**src/rtl/fb_loader_if.sv**
```systemverilog
`default_nettype none
// +----------------------------------------------------------------------+
// | fb_loader_if : stream, fill-request and RAM-write bundle for fb_loader|
// | Revision     : 1.0                                                    |
// +----------------------------------------------------------------------+
interface fb_loader_if #(
  parameter int ADDR_W = 14
);
  logic              s_valid;
  logic [7:0]        s_data;
  logic              s_sof;
  logic              s_ready;
  logic              clear_req;
  logic [7:0]        clear_data;
  logic              frame_tick;
  logic              we;
  logic [ADDR_W-1:0] addr;
  logic [7:0]        wdata;
  logic              disp_page;
  logic              busy;
  logic              frame_done;

  modport master (
    output s_valid, s_data, s_sof, clear_req, clear_data, frame_tick,
    input  s_ready, we, addr, wdata, disp_page, busy, frame_done
  );

  modport slave (
    input  s_valid, s_data, s_sof, clear_req, clear_data, frame_tick,
    output s_ready, we, addr, wdata, disp_page, busy, frame_done
  );
endinterface
`default_nettype wire

```
**src/rtl/fb_loader.sv**
```systemverilog
`default_nettype none
// +----------------------------------------------------------------------+
// | fb_loader : 1bpp byte-stream loader into a bitmap RAM back page, with |
// |             hardware fill and frame-boundary page swap.               |
// |             FB_DOUBLE_BUFFER_EN selects two pages + SWAP_WAIT.        |
// | Revision  : 1.0                                                       |
// +----------------------------------------------------------------------+
module fb_loader #(
  parameter int BYTES_PER_LINE = 40,
  parameter int LINES          = 200,
  parameter int ADDR_W         = 14
) (
  input  logic         clk,
  input  logic         rst,
  fb_loader_if.slave   bus
);
  localparam int                N      = BYTES_PER_LINE * LINES;
  localparam logic [ADDR_W-1:0] C_N    = ADDR_W'(N);
  localparam logic [ADDR_W-1:0] C_LAST = ADDR_W'(N - 1);
  localparam logic [ADDR_W-1:0] C_ONE  = ADDR_W'(1);

  typedef enum logic [1:0] {
    ST_LOAD      = 2'd0,
    ST_CLEAR     = 2'd1,
    ST_SWAP_WAIT = 2'd2
  } state_t;

  state_t            state_q;
  logic [ADDR_W-1:0] ptr_q;
  logic [7:0]        fill_q;
  logic              we_q;
  logic [ADDR_W-1:0] addr_q;
  logic [7:0]        wdata_q;
  logic              done_q;
  logic              busy_q;

  logic [ADDR_W-1:0] base_d;
  logic [ADDR_W-1:0] off_d;

`ifdef FB_DOUBLE_BUFFER_EN
  logic disp_q;
  // The back page is whichever one scanout is not reading.
  assign base_d        = disp_q ? '0 : C_N;
  assign bus.disp_page = disp_q;
`else
  logic done_pend_q;
  logic unused_tick;
  assign unused_tick   = bus.frame_tick;
  assign base_d        = '0;
  assign bus.disp_page = 1'b0;
`endif

  assign off_d       = bus.s_sof ? '0 : ptr_q;
  assign bus.s_ready = (state_q == ST_LOAD) && !bus.clear_req;
  assign bus.we         = we_q;
  assign bus.addr       = addr_q;
  assign bus.wdata      = wdata_q;
  assign bus.busy       = busy_q;
  assign bus.frame_done = done_q;

  always_ff @(posedge clk or posedge rst) begin
    if (rst) begin
      state_q <= ST_LOAD;
      ptr_q   <= '0;
      fill_q  <= '0;
      we_q    <= 1'b0;
      addr_q  <= '0;
      wdata_q <= '0;
      done_q  <= 1'b0;
      busy_q  <= 1'b0;
`ifdef FB_DOUBLE_BUFFER_EN
      disp_q  <= 1'b0;
`else
      done_pend_q <= 1'b0;
`endif
    end else begin
      we_q   <= 1'b0;
`ifdef FB_DOUBLE_BUFFER_EN
      done_q <= 1'b0;
`else
      // Single page: completion trails the final write by one cycle.
      done_q      <= done_pend_q;
      done_pend_q <= 1'b0;
`endif
      case (state_q)
        ST_LOAD: begin
          if (bus.clear_req) begin
            state_q <= ST_CLEAR;
            ptr_q   <= '0;
            fill_q  <= bus.clear_data;
            busy_q  <= 1'b1;
          end else if (bus.s_valid) begin
            we_q    <= 1'b1;
            addr_q  <= base_d + off_d;
            wdata_q <= bus.s_data;
            if (off_d == C_LAST) begin
              ptr_q <= '0;
`ifdef FB_DOUBLE_BUFFER_EN
              state_q <= ST_SWAP_WAIT;
              busy_q  <= 1'b1;
`else
              done_pend_q <= 1'b1;
`endif
            end else begin
              ptr_q <= off_d + C_ONE;
            end
          end
        end
        ST_CLEAR: begin
          we_q    <= 1'b1;
          addr_q  <= base_d + ptr_q;
          wdata_q <= fill_q;
          if (ptr_q == C_LAST) begin
            state_q <= ST_LOAD;
            ptr_q   <= '0;
            busy_q  <= 1'b0;
          end else begin
            ptr_q <= ptr_q + C_ONE;
          end
        end
`ifdef FB_DOUBLE_BUFFER_EN
        ST_SWAP_WAIT: begin
          if (bus.frame_tick) begin
            disp_q  <= ~disp_q;
            done_q  <= 1'b1;
            busy_q  <= 1'b0;
            state_q <= ST_LOAD;
          end
        end
`endif
        default: begin
          state_q <= ST_LOAD;
          busy_q  <= 1'b0;
        end
      endcase
    end
  end
endmodule
`default_nettype wire

```
**src/flat_wrapper.sv**
```systemverilog
// flat-port wrapper written by rule: the top's interface ports become plain ports
module fb_loader_flat 
#(
  parameter int BYTES_PER_LINE = 40,
  parameter int LINES          = 200,
  parameter int ADDR_W         = 14
)
  (clk, rst, bus_s_valid, bus_s_data, bus_s_sof, bus_clear_req, bus_clear_data, bus_frame_tick, bus_s_ready, bus_we, bus_addr, bus_wdata, bus_disp_page, bus_busy, bus_frame_done);
  fb_loader_if #(.ADDR_W(ADDR_W)) bus_i ();
  input  logic clk;
  input  logic rst;
  input wire logic [$bits(bus_i.s_valid)-1:0] bus_s_valid;
  input wire logic [$bits(bus_i.s_data)-1:0] bus_s_data;
  input wire logic [$bits(bus_i.s_sof)-1:0] bus_s_sof;
  input wire logic [$bits(bus_i.clear_req)-1:0] bus_clear_req;
  input wire logic [$bits(bus_i.clear_data)-1:0] bus_clear_data;
  input wire logic [$bits(bus_i.frame_tick)-1:0] bus_frame_tick;
  output wire logic [$bits(bus_i.s_ready)-1:0] bus_s_ready;
  output wire logic [$bits(bus_i.we)-1:0] bus_we;
  output wire logic [$bits(bus_i.addr)-1:0] bus_addr;
  output wire logic [$bits(bus_i.wdata)-1:0] bus_wdata;
  output wire logic [$bits(bus_i.disp_page)-1:0] bus_disp_page;
  output wire logic [$bits(bus_i.busy)-1:0] bus_busy;
  output wire logic [$bits(bus_i.frame_done)-1:0] bus_frame_done;
  assign bus_i.s_valid = bus_s_valid;
  assign bus_i.s_data = bus_s_data;
  assign bus_i.s_sof = bus_s_sof;
  assign bus_i.clear_req = bus_clear_req;
  assign bus_i.clear_data = bus_clear_data;
  assign bus_i.frame_tick = bus_frame_tick;
  assign bus_s_ready = bus_i.s_ready;
  assign bus_we = bus_i.we;
  assign bus_addr = bus_i.addr;
  assign bus_wdata = bus_i.wdata;
  assign bus_disp_page = bus_i.disp_page;
  assign bus_busy = bus_i.busy;
  assign bus_frame_done = bus_i.frame_done;
  fb_loader #(.BYTES_PER_LINE(BYTES_PER_LINE), .LINES(LINES), .ADDR_W(ADDR_W)) u_core (.clk(clk), .rst(rst), .bus(bus_i));
endmodule
```
**config.mk**
```make
export PLATFORM = sky130hd
export DESIGN_NAME = fb_loader_flat
export DESIGN_NICKNAME = d
export VERILOG_FILES = /design/src/rtl/fb_loader_if.sv /design/src/rtl/fb_loader.sv /design/src/flat_wrapper.sv
export SDC_FILE = /design/constraint.sdc
export NUM_CORES = 1
export LEC_CHECK = 0
export BUFFER_PORTS_ARGS = -buffer_cell sky130_fd_sc_hd__buf_4
export CAP_MARGIN = 20
export CORE_MARGIN = 2
export CORE_UTILIZATION = 33
export DETAILED_ROUTE_END_ITERATION = 6
export HOLD_SLACK_MARGIN = 0.03
export PLACE_DENSITY_LB_ADDON = 0.1
export SYNTH_ARGS = -nofsm -noshare
export SYNTH_HDL_FRONTEND = slang
export SYNTH_SLANG_ARGS = --single-unit
```
**constraint.sdc**
```tcl
create_clock -name clk -period 2.1 [get_ports clk]
set_input_delay 0.63 -clock clk [delete_from_list [all_inputs] [get_ports clk]]
set_output_delay 0.63 -clock clk [all_outputs]
set_load 0.01 [all_outputs]
```
# Yosys cells after proc, flatten, opt, wreduce, memory -nomap -nowiden
# Index checks and enable logic that the tools add are counted.
# classes
n_mux	25
n_reduce_logical	8
eq_ne	8
addsub	2
# ops
op	n
2-to-1 mux 14 bit	7
case mux 14 bit (2 select lines)	2
adder 14 x 1 -> 14 bit (second input constant)	2
equality test 14 x 13 -> 1 bit (second input constant)	2
2-to-1 mux 8 bit	2
case mux 8 bit (2 select lines)	1
2-to-1 mux 1 bit	8
!= test 2 bit (second input constant)	3
AND reduction 2 bit	3
2-to-1 mux 2 bit	2
case mux 1 bit (2 select lines)	2
case mux 2 bit (2 select lines)	1
!= test 3 bit (second input constant)	1
AND reduction 3 bit	1
equality test 2 x 1 -> 1 bit (second input constant)	1
logical NOT 2 bit	1
!= test 2 x 1 -> 1 bit (second input constant)	1
nonzero test 2 bit	1
logical AND 1 bit	1
logical NOT 1 bit	1
# totals
wordCells	52
input_bits	22
reg_bits	50
out_inout_bits	27

# Depth between registers and ports, before layout
# logic_depth
depth_word	6
depth_mapped	8
ltp_nobuf	8

# Worst setup path before layout
# OpenSTA, ideal clock, no wires.
# synth_timing
kind	input port to flip-flop
startpoint	input port bus_s_sof
endpoint	register u_core.ptr_q[1]
t_arrival_ns	2.379
cell_stages	8
slack_ns	-0.403
t_required_ns	1.976
path_buffers	1
setup_ns	0.124
path_cell_list	clkbuf_1 nor2b_1 ha_1 nand3_1 or2_2 or4_4 a32oi_1 a21oi_1
# synth_via
elab_chain_len	6
word_cells_on_any_way	7
cone_classes	1 x add/sub; 1 x eq/ne; 5 x mux
# synth_lines
element	line_no	rtl
from (decl)	flat_wrapper.sv:14	input wire logic [$bits(bus_i.s_sof)-1:0] bus_s_sof;
2-to-1 mux 14 bit *	fb_loader.sv:53	assign off_d = bus.s_sof ? '0 : ptr_q;
adder 14 x 1 -> 14 bit / equality test 14 x 13 -> 1 bit (equally long branches)	fb_loader.sv:105, fb_loader.sv:96	
2-to-1 mux 14 bit *	fb_loader.sv:96	if (off_d == C_LAST) begin
2-to-1 mux 14 bit *	fb_loader.sv:92	end else if (bus.s_valid) begin
2-to-1 mux 14 bit *	fb_loader.sv:87	if (bus.clear_req) begin
case mux 14 bit (2 select lines) *	fb_loader.sv:85	case (state_q)
to (signal assigned)	fb_loader.sv:105	ptr_q <= off_d + C_ONE;
to (signal assigned)	fb_loader.sv:118	ptr_q <= ptr_q + C_ONE;
to (decl)	fb_loader.sv:29	logic [ADDR_W-1:0] ptr_q;
# Every way passes the cells marked *; elsewhere a longest branch is shown, timed or not. The select of a mux whose other input is x is not followed.
# A chain may end at the register's enable or synchronous reset.

# Final worst setup path
# layout_timing
startpoint	register u_core.ptr_q[6]
endpoint	register u_core.ptr_q[12]
# layout_via
elab_chain_len	6
word_cells_on_any_way	10
cone_classes	2 x add/sub; 2 x eq/ne; 6 x mux
# layout_lines
element	line_no
2-to-1 mux 14 bit	fb_loader.sv:53
adder 14 x 1 -> 14 bit / equality test 14 x 13 -> 1 bit (equally long branches)	fb_loader.sv:105, fb_loader.sv:96
2-to-1 mux 14 bit	fb_loader.sv:96
2-to-1 mux 14 bit	fb_loader.sv:92
2-to-1 mux 14 bit	fb_loader.sv:87
case mux 14 bit (2 select lines) *	fb_loader.sv:85
# Marked as above.

==> results.md <==
- Global Route Usage Sum: 0.165
- Global-route wire length before repair: 11.0 mm
- CP Max Fanout: 4
- Delay-heaviest family, CP: simple AND/OR/NAND/NOR gates
- Hold Vio Cnt, Final: 0
- Worst-path cell chain: or4b_4 > nor4_4 > or2b_4 > o21ai_0 > a211o_1
- Sequential area share after synthesis: 0.480
- Endpoints failing setup: 0
- Critical Path RT: 2280 ps
- Pre-Repair DR Iteration Count: 4
- Path depth of the worst reg2reg path: 5
- Clock root cell: clkbuf_8
- Residual DRC count: 0
- Setup Buffers After CTS: 0
- Initial cell density of the core: 0.343
- H-tree depth: 2
- Number of flops mapped to enable cells by yosys: 0
- GRT overflow: 0
- Initial antenna violation count: 0
- P_int: 1.85 mW
- Tightest Pin Transition: 514 ps
- Comb power frac: 0.351
- IO Port Bufs: 46
- Post-synth top cells: nand2_1 (51), dfrtp_1 (48), o21ai_0 (32)
- Fin worst setup slack: 108 ps
- Fin cells: 445
- Power Density: 829 nW/um^2
- CTS sink cnt: 48
- Syn_area_per_cell: 9.36 um^2
- Status: completed
- Synthesized flop and latch total: 48
- PostCTS Resize Cnt: 0
- FFs w/ async S/R, synth: 1.00
- Pin count of the biggest net entering global routing: 30
- Synth top area share: 0.480
- Most common cell in the netlist: nand2_1
- FF-to-FF setup slack: 110 ps
- Core Area: 7290 um^2
- Clock buffer depth: 2
- Post-Place Setup Slack: -156 ps
- Fin crit share: 0.949
- CP arrival: 2170 ps
- Leakage: 1.53 nW
- Die footprint: 8290 um^2
- Synth unique cells: 48
- Skew final: 4.13 ps
- Fillers: 777
- Hold bufs inserted after CTS: 0
- Max-Cap Viols: 0
- Detailed Place HPWL: 4.72 mm
- Relative slew slack: 0.657
- # rows: 31
- Number of global-route vias before repair: 2167
- Crit path depth: 5
- Max-slew violations: 0
- Post-synth top flop: dfrtp_1
- Final nets: 369
- N_diodes: 0
- Yosys top cell by area: dfrtp_1
- Share of layout cells above drive strength 1: 0.338
- DR WL/cell: 14.0 um
- Final min period: 1990 ps
- Reg power frac: 0.439
- Total CTS buffers: 5
- Initial DRC count: 104
- Ys Warns: 0
- RR Endpoint: u_core.ptr_q[12]
- Switching Fraction: 0.331
- F_max: 502 MHz
- Worst Setup Start Kind: flip-flop
- P_sw: 916 uW
- Mapped Cells: 267
- Clk slew on worst S/H paths: 90 ps
- Post-Syn Nets: 291
- CTS tree: done
- R2r startpoint: u_core.ptr_q[6]
- Die Span X: 91.0 um
- Ranking of synthesized cells by area: dfrtp_1 (48%), nand2_1 (7.7%), o21ai_0 (6.4%)
- Layout area overhead: 33.3%
- Hold crit path type: primary input to async pin
- Post-Syn Area: 2500 um^2
- Vias: 2166
- Ports: 49
- Final core utilization: 0.457
- Clock network power share: 0.209
- Dpl cells: 437
- Gpl congestion: 0.818
- Max IR drop VDD: 0.000342 V
- CP Class: flip-flop to flip-flop
- Buffers plus inverters on the worst setup path: 0
- Post-DRT Antenna Nets: 0
- CP endpoint kind: flip-flop
- Crit path largest cell delay: 590 ps
- RSZ-0062 raised after global routing: false
- Die Y: 91.0 um
- WL final: 6.24 mm
- Critical path's slowest cell: or4b_4
- Via density: 4.87
- Latest clock arrival within the worst-skew pair: 300 ps
[power by group through the flow]
stage / sequential, mW / combinational (mW) / clock [mW]
2_1_floorplan: 1.30 / 0.455 / 0
3_3_place_gp: 1.23 / 0.964 / 0
3_5_place_dp: 1.24 / 0.977 / 0
4_1_cts: 1.22 / 0.979 / 0.601
5_1_grt: 1.24 / 1.09 / 0.638
6_report: 1.21 / 0.972 / 0.579
[kinds of logic after synthesis]
logic type,count (synthesis),share of synthesized area
adders and majority gates,2,0.0100
xor gates and xnor gates,3,0.0105
and+or+nand+nor,116,0.248
other,1,0.00150
buffers and inverters,24,0.0405
muxes,17,0.0721
AOI/OAI and AO/OA,56,0.137
DFF,48,0.480
[layer usage]
metal / GRT usage / routed length (um)
met1: 0.244 / 3220
met2: 0.246 / 2790
met3: 0.0266 / 154
met4: 0.0530 / 79
met5: 0 / 0
[how the worst max path moves through the flow]
stage	startpoint	slack (ps)	to
5_1_grt	u_core.ptr_q[0]	3	u_core.ptr_q[10]
2_1_floorplan	bus_s_sof	-160	u_core.ptr_q[1]
6_report	u_core.ptr_q[6]	110	u_core.ptr_q[12]
4_1_cts	u_core.ptr_q[6]	60	u_core.ptr_q[12]
3_3_place_gp	bus_s_sof	-130	u_core.ptr_q[1]
3_5_place_dp	bus_s_sof	-160	u_core.ptr_q[1]
[flip-flops by register name, indices dropped and copies added, names as in the netlist]
register / cells
u_core.bus.addr: 14
u_core.bus.frame_done: 1
u_core.bus.wdata: 8
u_core.bus.we: 1
u_core.done_pend_q: 1
u_core.fill_q: 8
u_core.ptr_q: 14
u_core.state_q: 1
[worst reg2reg max path, delay by kind of cell, from the launching register on]
family,cells,cell delay [ps]
AO/OA/AOI/OAI,2,420
AND/OR/NAND/NOR,3,1060
flip-flops,1,400
[layout by cell type, fill, tap and decap left out, types with 2 or more instances in the layout]
cell      count
buf_4        86
o21ai_0      31
nor3_1        3
a21oi_1       6
clkbuf_8      6
mux2_2        8
nor4_1        5
nand3_1      11
nand2b_1      3
xnor2_1       3
nand3b_1      2
nand4_1       2
and3_1        2
o22ai_1       2
mux2i_1       9
o311ai_0      4
inv_1         7
nor4_4        2
nor2_1       14
dfrtp_1      48
nand2_1      51
a221o_1       2
nor2b_1       5
o211ai_1      2
or2_2         3
[through the flow]
step	TNS [ps]	hold WS [ps]	power [mW]	cell area [um^2]
floorplan	-314	331	1.75	2530
global placement	-861	332	2.19	3240
detailed placement	-923	341	2.21	3240
CTS	0	361	2.80	3330
global route	0	375	2.97	3330
finish	0	358	2.76	3330
[layout make-up]
class                      count  area (um^2)  share of cell area
clock buffer                   7         86.3              0.0259
tap                           99          124              0.0372
inverter                       8         30.0             0.00901
multi-input combinational    195         1220               0.366
timing repair buffer          87          666               0.200
clock inverter                 1         7.51             0.00225
sequential                    48         1200               0.360
No activity file was read; power rests on OpenSTA's default activity.
